File: src/rtl/filter_sample_pacer.sv
`default_nettype none
// ============================================================================
// Module   : filter_sample_pacer
// Brief    : Sample source for the FIR/IIR filter blocks. Buffers host-written
//            samples in a small circular FIFO and presents them on X with a
//            one-cycle en strobe every (div+1) clocks while run is high.
// Revision : 1.0 - initial release
// ============================================================================
module filter_sample_pacer #(
    parameter int N     = 16,
    parameter int DEPTH = 8,
    parameter int DIV_W = 16
) (
    input  logic                     clk,
    input  logic                     rst,
    input  logic                     wr_en,
    input  logic [N-1:0]             wr_data,
    input  logic                     run,
    input  logic [DIV_W-1:0]         div,
    input  logic                     flush,
    input  logic                     clear_flags,
    output logic [N-1:0]             X,
    output logic                     en,
    output logic [$clog2(DEPTH):0]   level,
    output logic                     full,
    output logic                     empty,
    output logic                     underrun,
    output logic                     overflow
);

    localparam int                    c_addr_w  = $clog2(DEPTH);
    localparam logic [c_addr_w:0]     c_depth   = (c_addr_w + 1)'(DEPTH);
    localparam logic [c_addr_w:0]     c_lvl_one = (c_addr_w + 1)'(1);
    localparam logic [c_addr_w-1:0]   c_ptr_one = c_addr_w'(1);
    localparam logic [DIV_W-1:0]      c_cnt_one = DIV_W'(1);

    // Storage and state
    logic [N-1:0]          r_mem [DEPTH];
    logic [c_addr_w-1:0]   r_wptr;
    logic [c_addr_w-1:0]   r_rptr;
    logic [c_addr_w:0]     r_level;
    logic [DIV_W-1:0]      r_cnt;
    logic                  r_run_q;
    logic [N-1:0]          r_x;
    logic                  r_en;
    logic                  r_underrun;
    logic                  r_overflow;

    // Decoded per-cycle events
    logic w_rise;
    logic w_slot;
    logic w_empty;
    logic w_pop;
    logic w_push;
    logic w_drop;

    // A run rising edge only (re)loads the divider; slots need run held
    // high across two edges, so the first strobe lands div+1 cycles later.
    assign w_rise  = run & ~r_run_q;
    assign w_slot  = run & r_run_q & (r_cnt == '0);
    assign w_empty = (r_level == '0);
    // Flush wins over both a pop and a push in the same cycle. A flush-dropped
    // write is intentional and is not reported as overflow.
    assign w_pop   = w_slot & ~w_empty & ~flush;
    assign w_push  = wr_en & ~flush & ((r_level != c_depth) | w_pop);
    assign w_drop  = wr_en & ~flush & ~w_push;

    assign X        = r_x;
    assign en       = r_en;
    assign level    = r_level;
    assign full     = (r_level == c_depth);
    assign empty    = w_empty;
    assign underrun = r_underrun;
    assign overflow = r_overflow;

    // Previous-cycle copy of run for rising-edge detection
    always_ff @(posedge clk or posedge rst) begin
        if (rst) begin
            r_run_q <= 1'b0;
        end else begin
            r_run_q <= run;
        end
    end

    // Period counter: load on run edge, count down, reload on each slot
    always_ff @(posedge clk or posedge rst) begin
        if (rst) begin
            r_cnt <= '0;
        end else if (w_rise) begin
            r_cnt <= div;
        end else if (run) begin
            if (r_cnt == '0) begin
                r_cnt <= div;
            end else begin
                r_cnt <= r_cnt - c_cnt_one;
            end
        end
    end

    // Sample storage; contents need no reset since pointers gate all reads
    always_ff @(posedge clk) begin
        if (w_push) begin
            r_mem[r_wptr] <= wr_data;
        end
    end

    // FIFO pointers and occupancy; pointers wrap naturally (DEPTH is 2^k)
    always_ff @(posedge clk or posedge rst) begin
        if (rst) begin
            r_wptr  <= '0;
            r_rptr  <= '0;
            r_level <= '0;
        end else if (flush) begin
            r_wptr  <= '0;
            r_rptr  <= '0;
            r_level <= '0;
        end else begin
            if (w_push) begin
                r_wptr <= r_wptr + c_ptr_one;
            end
            if (w_pop) begin
                r_rptr <= r_rptr + c_ptr_one;
            end
            case ({w_push, w_pop})
                2'b10:   r_level <= r_level + c_lvl_one;
                2'b01:   r_level <= r_level - c_lvl_one;
                default: r_level <= r_level;
            endcase
        end
    end

    // Output register: X and en change together so X is valid during en
    always_ff @(posedge clk or posedge rst) begin
        if (rst) begin
            r_x  <= '0;
            r_en <= 1'b0;
        end else begin
            r_en <= w_pop;
            if (w_pop) begin
                r_x <= r_mem[r_rptr];
            end
        end
    end

    // Sticky status flags; a set event beats a same-cycle clear
    always_ff @(posedge clk or posedge rst) begin
        if (rst) begin
            r_underrun <= 1'b0;
            r_overflow <= 1'b0;
        end else begin
            if (w_slot & w_empty) begin
                r_underrun <= 1'b1;
            end else if (clear_flags) begin
                r_underrun <= 1'b0;
            end
            if (w_drop) begin
                r_overflow <= 1'b1;
            end else if (clear_flags) begin
                r_overflow <= 1'b0;
            end
        end
    end

endmodule
`default_nettype wire
File: config.mk
export PLATFORM = sky130hd
export DESIGN_NAME = filter_sample_pacer
export DESIGN_NICKNAME = d
export VERILOG_FILES = /design/src/rtl/filter_sample_pacer.sv
export SDC_FILE = /design/constraint.sdc
export NUM_CORES = 1
export LEC_CHECK = 0
export BUFFER_PORTS_ARGS = -buffer_cell sky130_fd_sc_hd__buf_2
export CORE_ASPECT_RATIO = 0.75
export CORE_MARGIN = 8
export CORE_UTILIZATION = 64
export CTS_CLUSTER_DIAMETER = 200
export DETAILED_ROUTE_END_ITERATION = 12
export HOLD_SLACK_MARGIN = 0.03
export PLACE_DENSITY = 0.85
export SLEW_MARGIN = 40
export SYNTH_ARGS = -nofsm -noshare
export SYNTH_HDL_FRONTEND = slang
export SYNTH_SLANG_ARGS = --single-unit
File: constraint.sdc
create_clock -name clk -period 6.2 [get_ports clk]
set_input_delay 0.31 -clock clk [delete_from_list [all_inputs] [get_ports clk]]
set_output_delay 0.31 -clock clk [all_outputs]
set_load 0.03 [all_outputs]
After elaboration in Yosys (flattened, before gate mapping)
Memory sizes are Yosys's and may differ from the RTL's. A register that Yosys moved wholly into a read port is not among the register bits.
Cells that the tools add are included.
{"block": "classes", "bitwise": 14, "n_mux": 14, "n_addsub": 5, "n_eq_ne": 4, "reduce_logical": 8}
{"operator": "$mux 16", "count": 3}
{"operator": "$logic_not 16->1", "count": 1}
{"operator": "$sub 16x1->16 const B", "count": 1}
{"operator": "$mux 3", "count": 4}
{"operator": "$reduce_bool 2->1", "count": 5}
{"operator": "$and 1x1->1", "count": 9}
{"operator": "$pmux 4 s2", "count": 1}
{"operator": "$add 3x1->3 const B", "count": 2}
{"operator": "$mux 1", "count": 5}
{"operator": "$add 4x1->4 const B", "count": 1}
{"operator": "$eq 4x4->1 const B", "count": 1}
{"operator": "$logic_not 4->1", "count": 1}
{"operator": "$mux 4", "count": 1}
{"operator": "$ne 4x4->1 const B", "count": 1}
{"operator": "$not 1->1", "count": 4}
{"operator": "$sub 4x1->4 const B", "count": 1}
{"operator": "$reduce_bool 3->1", "count": 1}
{"operator": "$eq 2x1->1 const B", "count": 1}
{"operator": "$eq 2x2->1 const B", "count": 1}
{"operator": "$or 1x1->1", "count": 1}
{"block": "totals", "wordCells": 54, "input_bits": 38, "ff_bits": 30, "out_inout_bits": 25, "mem_bits_rw": 128, "memories": 1}
{"name": "r_mem", "depth": 8, "width": 16, "read_ports": 1, "rd_ports_with_merged_regs": 1, "write_ports": 1, "line": "38", "source": "logic [N-1:0] r_mem [DEPTH];"}

Depth between registers and ports, before layout
Gate-level depths: netlist of run 1.
{"block": "depth", "depth_word": 9, "ltp_mapped": 11, "mapped_depth_nobuf": 11}

Worst setup path before layout of run 1
OpenSTA, ideal clock, no wires.
{"block": "synth_timing", "path_type": "register to register", "start": "register r_level[0], in the netlist level[0]", "end": "register r_level[3], in the netlist level[3]", "slack_ns": 2.572, "path_buffers": 0, "t_arrival_ns": 3.534, "required_time_ns": 6.106, "setup_ns": 0.094, "stages_incl_launch_ff": 11, "synth_period_minus_slack_ns": 3.628, "path_cell_list": "dfrtp_1 -> nor4_1 -> nor3_4 -> nand3_1 -> nor3_1 -> ha_1 -> a21o_1 -> a21oi_1 -> nor4b_1 -> a211oi_1 -> a211oi_1"}
{"block": "synth_between", "elab_chain_len": 9, "elab_cells_between_ends": 14, "classes_between": "2 x add/sub; 3 x eq/ne; 2 x mux; 5 x bitwise; 2 x reduce/logical"}
{"element": "from (decl)", "line": "41", "source": "logic [c_addr_w:0] r_level;"}
{"element": "from (signal assigned)", "line": "125", "source": "2'b10: r_level <= r_level + c_lvl_one;"}
{"element": "from (signal assigned)", "line": "126", "source": "2'b01: r_level <= r_level - c_lvl_one;"}
{"element": "from (signal assigned)", "line": "127", "source": "default: r_level <= r_level;"}
{"element": "$logic_not 4->1 *", "line": "61", "source": "assign w_empty = (r_level == '0);"}
{"element": "net empty", "line": "26", "source": "output logic empty,"}
{"element": "$not 1->1 *", "line": "64", "source": "assign w_pop = w_slot & ~w_empty & ~flush;"}
{"element": "$and 1x1->1 * (2 in series)", "line": "64"}
{"element": "$or 1x1->1", "line": "65", "source": "assign w_push = wr_en & ~flush & ((r_level != c_depth) | w_pop);"}
{"element": "$and 1x1->1", "line": "65"}
{"element": "$eq 2x1->1 or $eq 2x2->1 (tied branches)", "line": "124", "source": "case ({w_push, w_pop})"}
{"element": "$pmux 4 s2", "line": "124"}
{"element": "$mux 4", "line": "113", "source": "end else if (flush) begin"}
Mark *: on every way through the listed nets, which the timed path passes. The rest lies on a longest branch.
A chain may end at the register's enable or synchronous reset.

Worst setup path in the final report of run 1
{"block": "layout_timing", "start": "register r_cnt[0]", "end": "memory r_mem[5][8] (enable)"}
{"block": "layout_between", "elab_chain_len": 8}
{"element": "from (decl)", "line": "42", "source": "logic [DIV_W-1:0] r_cnt;"}
{"element": "from (signal assigned)", "line": "90", "source": "r_cnt <= div;"}
{"element": "from (signal assigned)", "line": "93", "source": "r_cnt <= div;"}
{"element": "from (signal assigned)", "line": "95", "source": "r_cnt <= r_cnt - c_cnt_one;"}
{"element": "$logic_not 16->1", "line": "60", "source": "assign w_slot = run & r_run_q & (r_cnt == '0);"}
{"element": "$and 1x1->1", "line": "60"}
{"element": "$and 1x1->1 (2 in series)", "line": "64"}
{"element": "$or 1x1->1", "line": "65"}
{"element": "$and 1x1->1", "line": "65"}
{"element": "$mux 1", "line": "102", "source": "if (w_push) begin"}
{"element": "$mux 1 (implied by the code)", "line": "103", "source": "r_mem[r_wptr] <= wr_data;"}
{"element": "to (decl)", "line": "38"}
No other way between the ends.

==> results.sh, run 1 <==
export IMPL_maxCapViolCount=0
export IMPL_avgRoutedWirePerCell_um=23.26
export IMPL_htree_levels=4
export IMPL_postSynthCellCount=449
export IMPL_avgSynthCellArea_sq_um=16.54
export IMPL_cpMostUsedCell="buf_4"
export IMPL_relSlewSlack_pct=47.09
export IMPL_gp_congestion=0.8757
export IMPL_fmax_ghz=0.2900
export IMPL_die_w_um=140.4
export IMPL_tns_ps=0
export IMPL_synth_adder_area_share_pct=1.280
export IMPL_setup_violations_final=0
export IMPL_cp_buffers_inverters=3
export IMPL_yosysWarnings=0
export IMPL_ir_worst_vdd_mv=0.2453
export IMPL_rows=34
export IMPL_post_route_period_util_pct=55.62
export IMPL_grt_max_degree=47
export IMPL_vias=4337
export IMPL_layout_commonest_cell="edfxtp_1"
export IMPL_synthFlopType="edfxtp_1"
export IMPL_drtIter0Drc=382
export IMPL_cts_root_buffer="clkbuf_16"
export IMPL_syn_nets=494
export IMPL_clock_latency_ps=420
export IMPL_cts_inserted_buffers=17
export IMPL_clk_path_buf_depth=2
export IMPL_stdcell_area_sq_mm=0.008459
export IMPL_dieArea_sq_mm=0.01534
export IMPL_syn_to_final_growth_pct=13.90
export IMPL_maxSlewViolCount=0
export IMPL_placed_area_sq_mm=0.007909
export IMPL_hp_class="primary input to flop"
export IMPL_cts_sinks=174
export IMPL_fp_dieH_um=109.3
export IMPL_synthArstFlopShare_pct=26.44
export IMPL_min_period_ps=3449
export IMPL_skew_ps=9.888
export IMPL_layout_common_cells="edfxtp_1 (128), buf_2 (62), dfrtp_1 (43), mux4_2 (32), mux2_2 (32)"
export IMPL_cts_tree="built"
export IMPL_cp_max_fo=17
export IMPL_coreArea_sq_mm=0.01144
export IMPL_firstDrtPassIters=5
export IMPL_cp_depth=9
export IMPL_drt_vias_per_instance=6.435
export IMPL_worstSetupPathType="flop to flop"
export IMPL_io_pins=63
export IMPL_synth_top_family_by_area="multiplexers"
export IMPL_synth_compound_area_share_pct=4.801
export IMPL_io_buffers=62
export IMPL_final_layout_size_suffix_gt1_share_pct=35.85
export IMPL_postRouteWirelength_um=15680
export IMPL_diodes=0
export IMPL_grt_remaining_overflow=0
export IMPL_hold_path_depth=3
export IMPL_crit_chain="inv_1 > ha_1 > nor3b_2 > nand4b_1 > nor3_2 > buf_4 > o2111ai_2 > nor2_1 > buf_4"
export IMPL_worstMarginPinSlew_ps=790.7
export IMPL_ff2ff_path_depth=9
export IMPL_place_hpwl_um=9567
export IMPL_critPathSlowestCell="nor2_1"
export IMPL_critPathMaxStageDelay_ps=670
export IMPL_syn_cell_area_sq_mm=0.007427
export IMPL_status="complete, no violations"
export IMPL_timing_final_hold_violations=0
export IMPL_critPathTopFamily="simple AND/OR/NAND/NOR gates"
export IMPL_start_util_pct=64.90
export IMPL_final_util_pct=73.92
export IMPL_synth_ff_latch_count=174
export IMPL_synth_xor_area_share_pct=0.3538
export IMPL_synthMuxAreaShare_pct=16.04
export IMPL_nNetsFinal=563
export IMPL_synth_yosys_seq_area_share_pct=67.25
export IMPL_ys_types=59
export IMPL_synth_simple_gate_area_share_pct=7.901
export IMPL_rsz0062_at_grt="false"
export IMPL_drc=0
export IMPL_cp_arrival_ps=3570
export IMPL_powerDensity_mw_per_mm2=288.1
export IMPL_synth_edf_count=128
export IMPL_grt_pass1_wl_um=24640
export IMPL_grt_usage_pct=21.60
export IMPL_worstSetupStartpointType="flop"
export IMPL_cts_setup_buffers=0
export IMPL_clk_pin_slew_ps=70
export IMPL_ant_nets=0
export IMPL_antenna_found_initial=0
export IMPL_p_leak_nw=3.166
export IMPL_first_global_vias=4420
export IMPL_required_ps=6320
export IMPL_cp_end_kind="flop"
==> power by group <==
part | leakage [nW] | switching, mW | internal, mW
clock network | 0.254 | 0.442 | 0.523
registers | 1.75 | 0.0377 | 1.29
logic | 1.16 | 0.0910 | 0.0568
total | 3.17 | 0.570 | 1.87
==> synth_stat cells, types with 2 or more instances <==
library cell	number	area, sq um
mux2i_1	11	110.1
edfxtp_1	128	3844
and2_1	2	12.51
and3_1	4	25.02
ha_1	6	75.07
or2_2	3	18.77
or3_1	3	18.77
buf_6	2	22.52
nand4_1	2	12.51
a32o_1	2	20.02
nand3_1	13	65.06
o2111ai_1	2	17.52
a22oi_1	9	67.56
o211ai_1	4	30.03
o21ai_0	15	75.07
or4_4	2	22.52
nor3_1	6	30.03
a211oi_1	2	15.01
nand3b_1	2	15.01
buf_2	6	30.03
and4_1	2	17.52
xor2_1	2	17.52
nand2_1	22	82.58
inv_1	17	63.81
nor2_1	18	67.56
nor4_1	5	31.28
mux2_2	32	360.4
dfrtp_1	46	1151
or2b_2	2	17.52
buf_1	3	11.26
nand2b_1	2	12.51
mux4_2	32	720.7
a21oi_1	3	15.01
clkbuf_1	11	41.29
a31oi_1	2	12.51
nor3_2	2	20.02
nand4b_1	2	17.52
==> cell type report <==
class | instances | area [sq um]
Sequential cell | 174 | 5001
Fill cell | 689 | 2984
Multi-Input combinational cell | 235 | 2285
Clock buffer | 19 | 442.9
Timing Repair Buffer | 73 | 395.4
Tap cell | 144 | 180.2
Clock inverter | 12 | 88.84
Inverter | 17 | 66.31
==> worst min-delay path, stage by stage <==
cell     delay [ps]
buf_2            70
nand3_1          50
nand3_1          80
==> kinds of logic after synthesis <==
kind of cell,count (synthesis)
buf+inv,40
flops,174
xor+xnor,3
mux,75
simple gates,101
fa+ha+maj,7
compound gates,49
==> repair_timing <==
| item | in CTS | in global routing |
|---|---|---|
| hold buffers | 1 | 0 |
| endpoints found under the hold margin | 46 | 0 |
| gates resized for setup | 0 | 0 |
==> state kept, by name, indices dropped and copies added, names as in the netlist <==
register and flops:
r_wptr 3, r_run_q 1, level 4, underrun 1, r_cnt 16, X 16, overflow 1, en 1
r_mem 128, r_rptr 3
==> metrics by stage <==
stage	total power [mW]	setup slack, ps	std cells	hold slack, ps
after CTS	2.447	2660	674	125.5
after floorplan	1.433	2572	449	341.4
after global placement	1.479	2939	642	482.8
final	2.437	2751	674	136.3
after global routing	2.517	2539	674	134.0
after detailed placement	1.491	2782	642	439.3
==> worst paths after layout <==
kind / startpoint / to / slack [ps]
max: r_cnt[0] / r_mem[5][8] / 2750
min: div[14] / r_cnt[14] / 140
max reg2reg: r_cnt[0] / r_mem[5][8] / 2750
min reg2reg: X[9] / X[9] / 500
max in group asynchronous: rst / r_rptr[1] / 5170
min in group asynchronous: rst / X[15] / 520
==> routing by layer <==
metal  vias to the layer above  track usage [%]  share of wire [%]
met3                        24            6.161                7.4
met5                         -                0                  0
li1                       1905                -                  -
met4                         0            6.795                1.6
met2                       214            34.29                 49
met1                      2194            28.92                 42
No activity file was read; power rests on OpenSTA's default activity.
==> run 2: changes to the inputs <==
--- a/config.mk
+++ b/config.mk
@@ -8,11 +8,11 @@
 export BUFFER_PORTS_ARGS = -buffer_cell sky130_fd_sc_hd__buf_2
 export CORE_ASPECT_RATIO = 0.75
 export CORE_MARGIN = 8
-export CORE_UTILIZATION = 64
+export CORE_UTILIZATION = 54
 export CTS_CLUSTER_DIAMETER = 200
 export DETAILED_ROUTE_END_ITERATION = 12
 export HOLD_SLACK_MARGIN = 0.03
-export PLACE_DENSITY = 0.85
+export PLACE_DENSITY = 0.76
 export SLEW_MARGIN = 40
 export SYNTH_ARGS = -nofsm -noshare
 export SYNTH_HDL_FRONTEND = slang
==> constraint.sdc (replaced) <==
create_clock -name clk -period 2.8 [get_ports clk]
set_input_delay 0.14 -clock clk [delete_from_list [all_inputs] [get_ports clk]]
set_output_delay 0.14 -clock clk [all_outputs]
set_load 0.03 [all_outputs]
==> run 2 against run 1 <==
Against the previous run:
- clock skew shrank 1.4 ps
- global-route usage shrank 3.1 points
- flip-flop and latch count is the same
- fmax grew 26%
- critical path depth shrank 1
- first-iteration DRC count grew 23%
- clock power grew 140%
- die area grew 16%
- largest power group unchanged
==> results.sh, run 2 (same netlist as run 1, synthesis figures left out) <==
export IMPL_placed_area_sq_mm=0.008134
export IMPL_rows=37
export IMPL_start_util_pct=54.76
export IMPL_worstMarginPinSlew_ps=692.6
export IMPL_fmax_ghz=0.3650
export IMPL_io_pins=63
export IMPL_critPathLaunch="r_cnt[4]"
export IMPL_layout_common_cells="edfxtp_1 (128), buf_2 (62), dfrtp_1 (44), mux4_2 (32), mux2_2 (32)"
export IMPL_first_global_vias=4550
export IMPL_required_ps=2930
export IMPL_cts_root_buffer="clkbuf_16"
export IMPL_io_buffers=62
export IMPL_timing_final_hold_violations=0
export IMPL_gp_congestion=0.9163
export IMPL_largest_reg_flops=128
export IMPL_firstDrtPassIters=5
export IMPL_die_w_um=151.4
export IMPL_htree_levels=4
export IMPL_cp_arrival_ps=2870
export IMPL_stdcell_area_sq_mm=0.009020
export IMPL_dieArea_sq_mm=0.01780
export IMPL_place_hpwl_um=10090
export IMPL_final_layout_size_suffix_gt1_share_pct=37.15
export IMPL_endpoint="r_mem[6][0]"
export IMPL_worstSetupPathType="flop to flop"
export IMPL_nNetsFinal=608
export IMPL_ff2ff_path_depth=8
export IMPL_vias=4385
export IMPL_final_util_pct=66.50
export IMPL_clk_pin_slew_ps=70
export IMPL_maxSlewViolCount=0
export IMPL_fp_dieH_um=117.6
export IMPL_largest_register="r_mem"
export IMPL_diodes=0
export IMPL_postRouteWirelength_um=15710
export IMPL_min_period_ps=2740
export IMPL_p_leak_nw=3.446
export IMPL_maxCapViolCount=0
export IMPL_cts_inserted_buffers=17
export IMPL_clock_latency_ps=420
export IMPL_r2r_start="r_cnt[4]"
export IMPL_cts_tree="built"
export IMPL_setup_violations_final=0
export IMPL_post_route_period_util_pct=97.85
export IMPL_grt_remaining_overflow=0
export IMPL_relSlewSlack_pct=53.82
export IMPL_cp_max_fo=16
export IMPL_ir_worst_vdd_mv=0.6106
export IMPL_status="complete, no violations"
export IMPL_grt_usage_pct=18.46
export IMPL_layout_commonest_cell="edfxtp_1"
export IMPL_skew_ps=8.502
export IMPL_hp_class="primary input to flop"
export IMPL_drtIter0Drc=469
export IMPL_grt_max_degree=39
export IMPL_cp_end_kind="flop"
export IMPL_clk_path_buf_depth=2
export IMPL_ant_nets=0
export IMPL_drt_vias_per_instance=5.839
export IMPL_syn_to_final_growth_pct=21.45
export IMPL_powerDensity_mw_per_mm2=625.4
export IMPL_drc=0
export IMPL_r2r_slack_ps=60
export IMPL_power_mw=5.641
export IMPL_coreArea_sq_mm=0.01356
export IMPL_worstSetupStartpointType="flop"
export IMPL_cts_sinks=174
export IMPL_grt_pass1_wl_um=24750
export IMPL_avgRoutedWirePerCell_um=20.92
export IMPL_holdWs_ps=52.48
export IMPL_r2r_end="r_mem[6][0]"
export IMPL_antenna_found_initial=0
run 2: cell types whose count changed in the layout (fill, tap and decap cells not counted), sizes merged:
cell,previous run,this run
clkinv,6,3
clkbuf,19,29
buf,72,95
inv,20,17
dlygate4sd3,1,23
clkinvlp,3,0
run 2: worst max-delay path: stages, from the launching register on:
cell,delay (ps)
dfrtp_1,380
or4_4,580
nor3_4,210
buf_4,130
buf_4,120
a31oi_4,110
or4_4,480
nor2_1,220
buf_12,200
run 2: power by group:
group          leakage [nW]  total, mW  switching (mW)  internal [mW]
combinational          1.40      0.408           0.229          0.180
clock                 0.296       2.31           0.909           1.41
sequential             1.75       2.92          0.0666           2.85
total                  3.45       5.64            1.20           4.44
run 2: per-stage QoR:
stage	setup slack, ps	cells	setup TNS, ps
detailed placement	-156.3	693	-156.3
CTS	9.889	748	0
finish	60.22	751	0
floorplan	-216.2	449	-22240
global route	-0.5120	751	-0.6160
global placement	18.14	693	0
run 2: how the worst min path moves through the flow:
stage,slack [ps],start,endpoint,cells after the start
2_1_floorplan,170,run,r_run_q,0
3_3_place_gp,300,rst,X[4],2
3_5_place_dp,320,rst,X[4],2
4_1_cts,30,div[13],r_cnt[13],3
5_1_grt,50,div[13],r_cnt[13],3
6_report,50,div[13],r_cnt[13],3
run 2: area by class of cell:
class                           count  area (sq um)
Timing Repair Buffer              118         825.8
Clock buffer                       29         579.3
Sequential cell                   174          4997
Clock inverter                      3         16.27
Fill cell                         912          4544
Inverter                           17         65.06
Multi-Input combinational cell    235          2317
Tap cell                          175         219.0
run 2: timing repair:
item	CTS	global route
gates resized for setup	5	2
hold endpoints to repair	165	0
pin swaps	1	6
setup buffers	0	3
endpoints found under the setup margin	1	1
hold buffers	23	0
run 2: layer usage:
metal	track usage, %	share of wire, %
met1	23.77	43
met5	0	0
met3	5.186	5.4
met4	5.984	1.3
met2	29.60	50
==> run 3: changes to the inputs <==
--- a/config.mk
+++ b/config.mk
@@ -11,6 +11,7 @@
 export CORE_UTILIZATION = 54
 export CTS_CLUSTER_DIAMETER = 200
 export DETAILED_ROUTE_END_ITERATION = 12
+export GPL_TIMING_DRIVEN = 0
 export HOLD_SLACK_MARGIN = 0.03
 export PLACE_DENSITY = 0.76
 export SLEW_MARGIN = 40
==> run 3 against run 2 <==
Against the previous run:
- the flow now finishes with violations (setup timing)
- largest cell class unchanged
- sequential power hardly changed
- setup slack worse by 160 ps
- fmax is 5.6% lower
- worst hold slack better by 2.1 ps
- first-iteration DRC count is 9.2% higher
- clock power is 3% higher
- non-clock buffer count is 22 higher
- total power is 2.3% higher
- die area stayed put
- global-route usage is 0.96 points higher
- routed wire length is 7.2% higher
==> results.sh, run 3 (same netlist as run 1, synthesis figures left out) <==
export IMPL_status="complete, but fails checks"
export IMPL_violations="setup timing"
export IMPL_gp_congestion=0.9111
export IMPL_powerDensity_mw_per_mm2=620.9
export IMPL_first_global_vias=4835
export IMPL_layout_commonest_cell="edfxtp_1"
export IMPL_swShare_pct=22.55
export IMPL_timing_final_hold_violations=0
export IMPL_rsz0062_at_grt="true"
export IMPL_maxSlewViolCount=0
export IMPL_io_pins=63
export IMPL_maxCapViolCount=0
export IMPL_p_comb_share_pct=8.0
export IMPL_dp_slack_ps=-930.4
export IMPL_place_hpwl_um=10510
export IMPL_ir_worst_vdd_mv=0.4900
export IMPL_clk_path_buf_depth=2
export IMPL_ant_nets=0
export IMPL_min_period_ps=2902
export IMPL_fin_ws_ps=-101.5
export IMPL_diodes=0
export IMPL_p_leak_nw=3.520
export IMPL_clock_latency_ps=430
export IMPL_coreArea_sq_mm=0.01356
export IMPL_clk_pin_slew_ps=70
export IMPL_stdcell_area_sq_mm=0.009290
export IMPL_drtIter0Drc=512
export IMPL_firstDrtPassIters=5
export IMPL_postRouteWirelength_um=16840
export IMPL_fp_dieH_um=117.6
export IMPL_vias=4609
export IMPL_worstSetupStartpointType="flop"
export IMPL_required_ps=3080
export IMPL_finalNonFillerCells=773
export IMPL_start_util_pct=54.76
export IMPL_clock_power_share_pct=41.2
export IMPL_cp_arrival_ps=3180
export IMPL_final_layout_size_suffix_gt1_share_pct=38.63
export IMPL_relSlewSlack_pct=44.23
export IMPL_cts_root_buffer="clkbuf_16"
export IMPL_drt_vias_per_instance=5.962
export IMPL_grt_max_degree=37
export IMPL_post_route_period_util_pct=103.6
export IMPL_skew_ps=9.310
export IMPL_grt_pass1_wl_um=25980
export IMPL_p_int_mw=4.467
export IMPL_grt_remaining_overflow=0
export IMPL_final_util_pct=68.49
export IMPL_worstSetupPathType="flop to flop"
export IMPL_hp_class="primary input to flop"
export IMPL_placed_area_sq_mm=0.008138
export IMPL_die_w_um=151.4
export IMPL_cp_max_fo=5
export IMPL_cp_end_kind="flop"
export IMPL_largest_reg_flops=128
export IMPL_layout_common_cells="edfxtp_1 (128), buf_2 (67), dfrtp_1 (43), mux4_2 (32), mux2_2 (32)"
export IMPL_nNetsFinal=630
export IMPL_rows=37
export IMPL_tns_ps=-325.4
export IMPL_p_sw_mw=1.301
export IMPL_grt_usage_pct=19.41
export IMPL_avgRoutedWirePerCell_um=21.78
export IMPL_seqPwrFrac_pct=50.8
export IMPL_fmax_ghz=0.3446
export IMPL_dp_cells=692
export IMPL_io_buffers=61
export IMPL_cts_sinks=174
export IMPL_syn_to_final_growth_pct=25.08
export IMPL_power_mw=5.768
export IMPL_cts_inserted_buffers=17
export IMPL_dieArea_sq_mm=0.01780
export IMPL_antenna_found_initial=0
export IMPL_setup_violations_final=18
export IMPL_holdWs_ps=54.57
export IMPL_cts_tree="built"
export IMPL_worstMarginPinSlew_ps=836.5
export IMPL_largest_register="r_mem"
export IMPL_htree_levels=4
export IMPL_fillers=871
export IMPL_drc=0
## run 3: cell types whose count changed in the layout (fill, tap and decap cells not counted), sizes merged
| cell | change |
|---|---|
| buf | +10 |
| bufinv | +3 |
| inv | +2 |
| clkinv | +4 |
| dlygate4sd3 | +1 |
| clkinvlp | +2 |
## run 3: routing by layer
layer	vias up	global-route usage [%]	routed length, um
li1	2050	-	-
met1	2318	24.56	6910
met2	212	31.68	8444
met3	29	4.725	1206
met4	0	7.341	275
met5	-	0	0
## run 3: layout make-up
cell class	count	area, sq um	share of cell area [%]
sequential	174	4999	53.80
multi-input combinational	235	2407	25.91
timing repair buffer	119	904.6	9.737
clock buffer	18	429.2	4.620
tap	175	219.0	2.357
clock inverter	14	167.7	1.805
buffer	21	97.59	1.051
inverter	17	66.31	0.7138
## run 3: path summary, 6_finish.rpt
check                      startpoint         to  slack (ps)  cells after the start
max                          r_cnt[3]   level[3]        -100                     11
min                           div[13]  r_cnt[13]          50                      3
max reg2reg                  r_cnt[3]   level[3]        -100                     11
min reg2reg                      X[7]       X[7]         500                      1
max in group asynchronous         rst   r_cnt[3]        2160                      4
min in group asynchronous         rst       X[6]         180                      3
## run 3: critical path, stage by stage (launching register included)
cell,delay (ps)
dfrtp_2,420
or4_4,570
nor3_4,210
nand3_2,150
nor3_4,160
ha_1,260
a21o_1,170
a21oi_2,220
buf_4,140
nor2_1,40
a211oi_1,310
a211oi_1,90
## run 3: what timing repair did
action / 4_1_cts / 5_1_grt
hold buffers: 24 / 0
endpoints found under the hold margin: 182 / 0
pin swaps: 16 / 10
resized for setup: 10 / 7
buffers inserted: 15 / 12
endpoints found under the setup margin: 135 / 102
## run 3: power by group through the flow
stage,registers (mW),clock network [mW],logic (mW)
floorplan,2.97,0,0.212
global placement,2.97,0,0.310
detailed placement,2.98,0,0.340
CTS,2.93,2.40,0.417
global route,2.94,2.50,0.502
finish,2.93,2.38,0.460
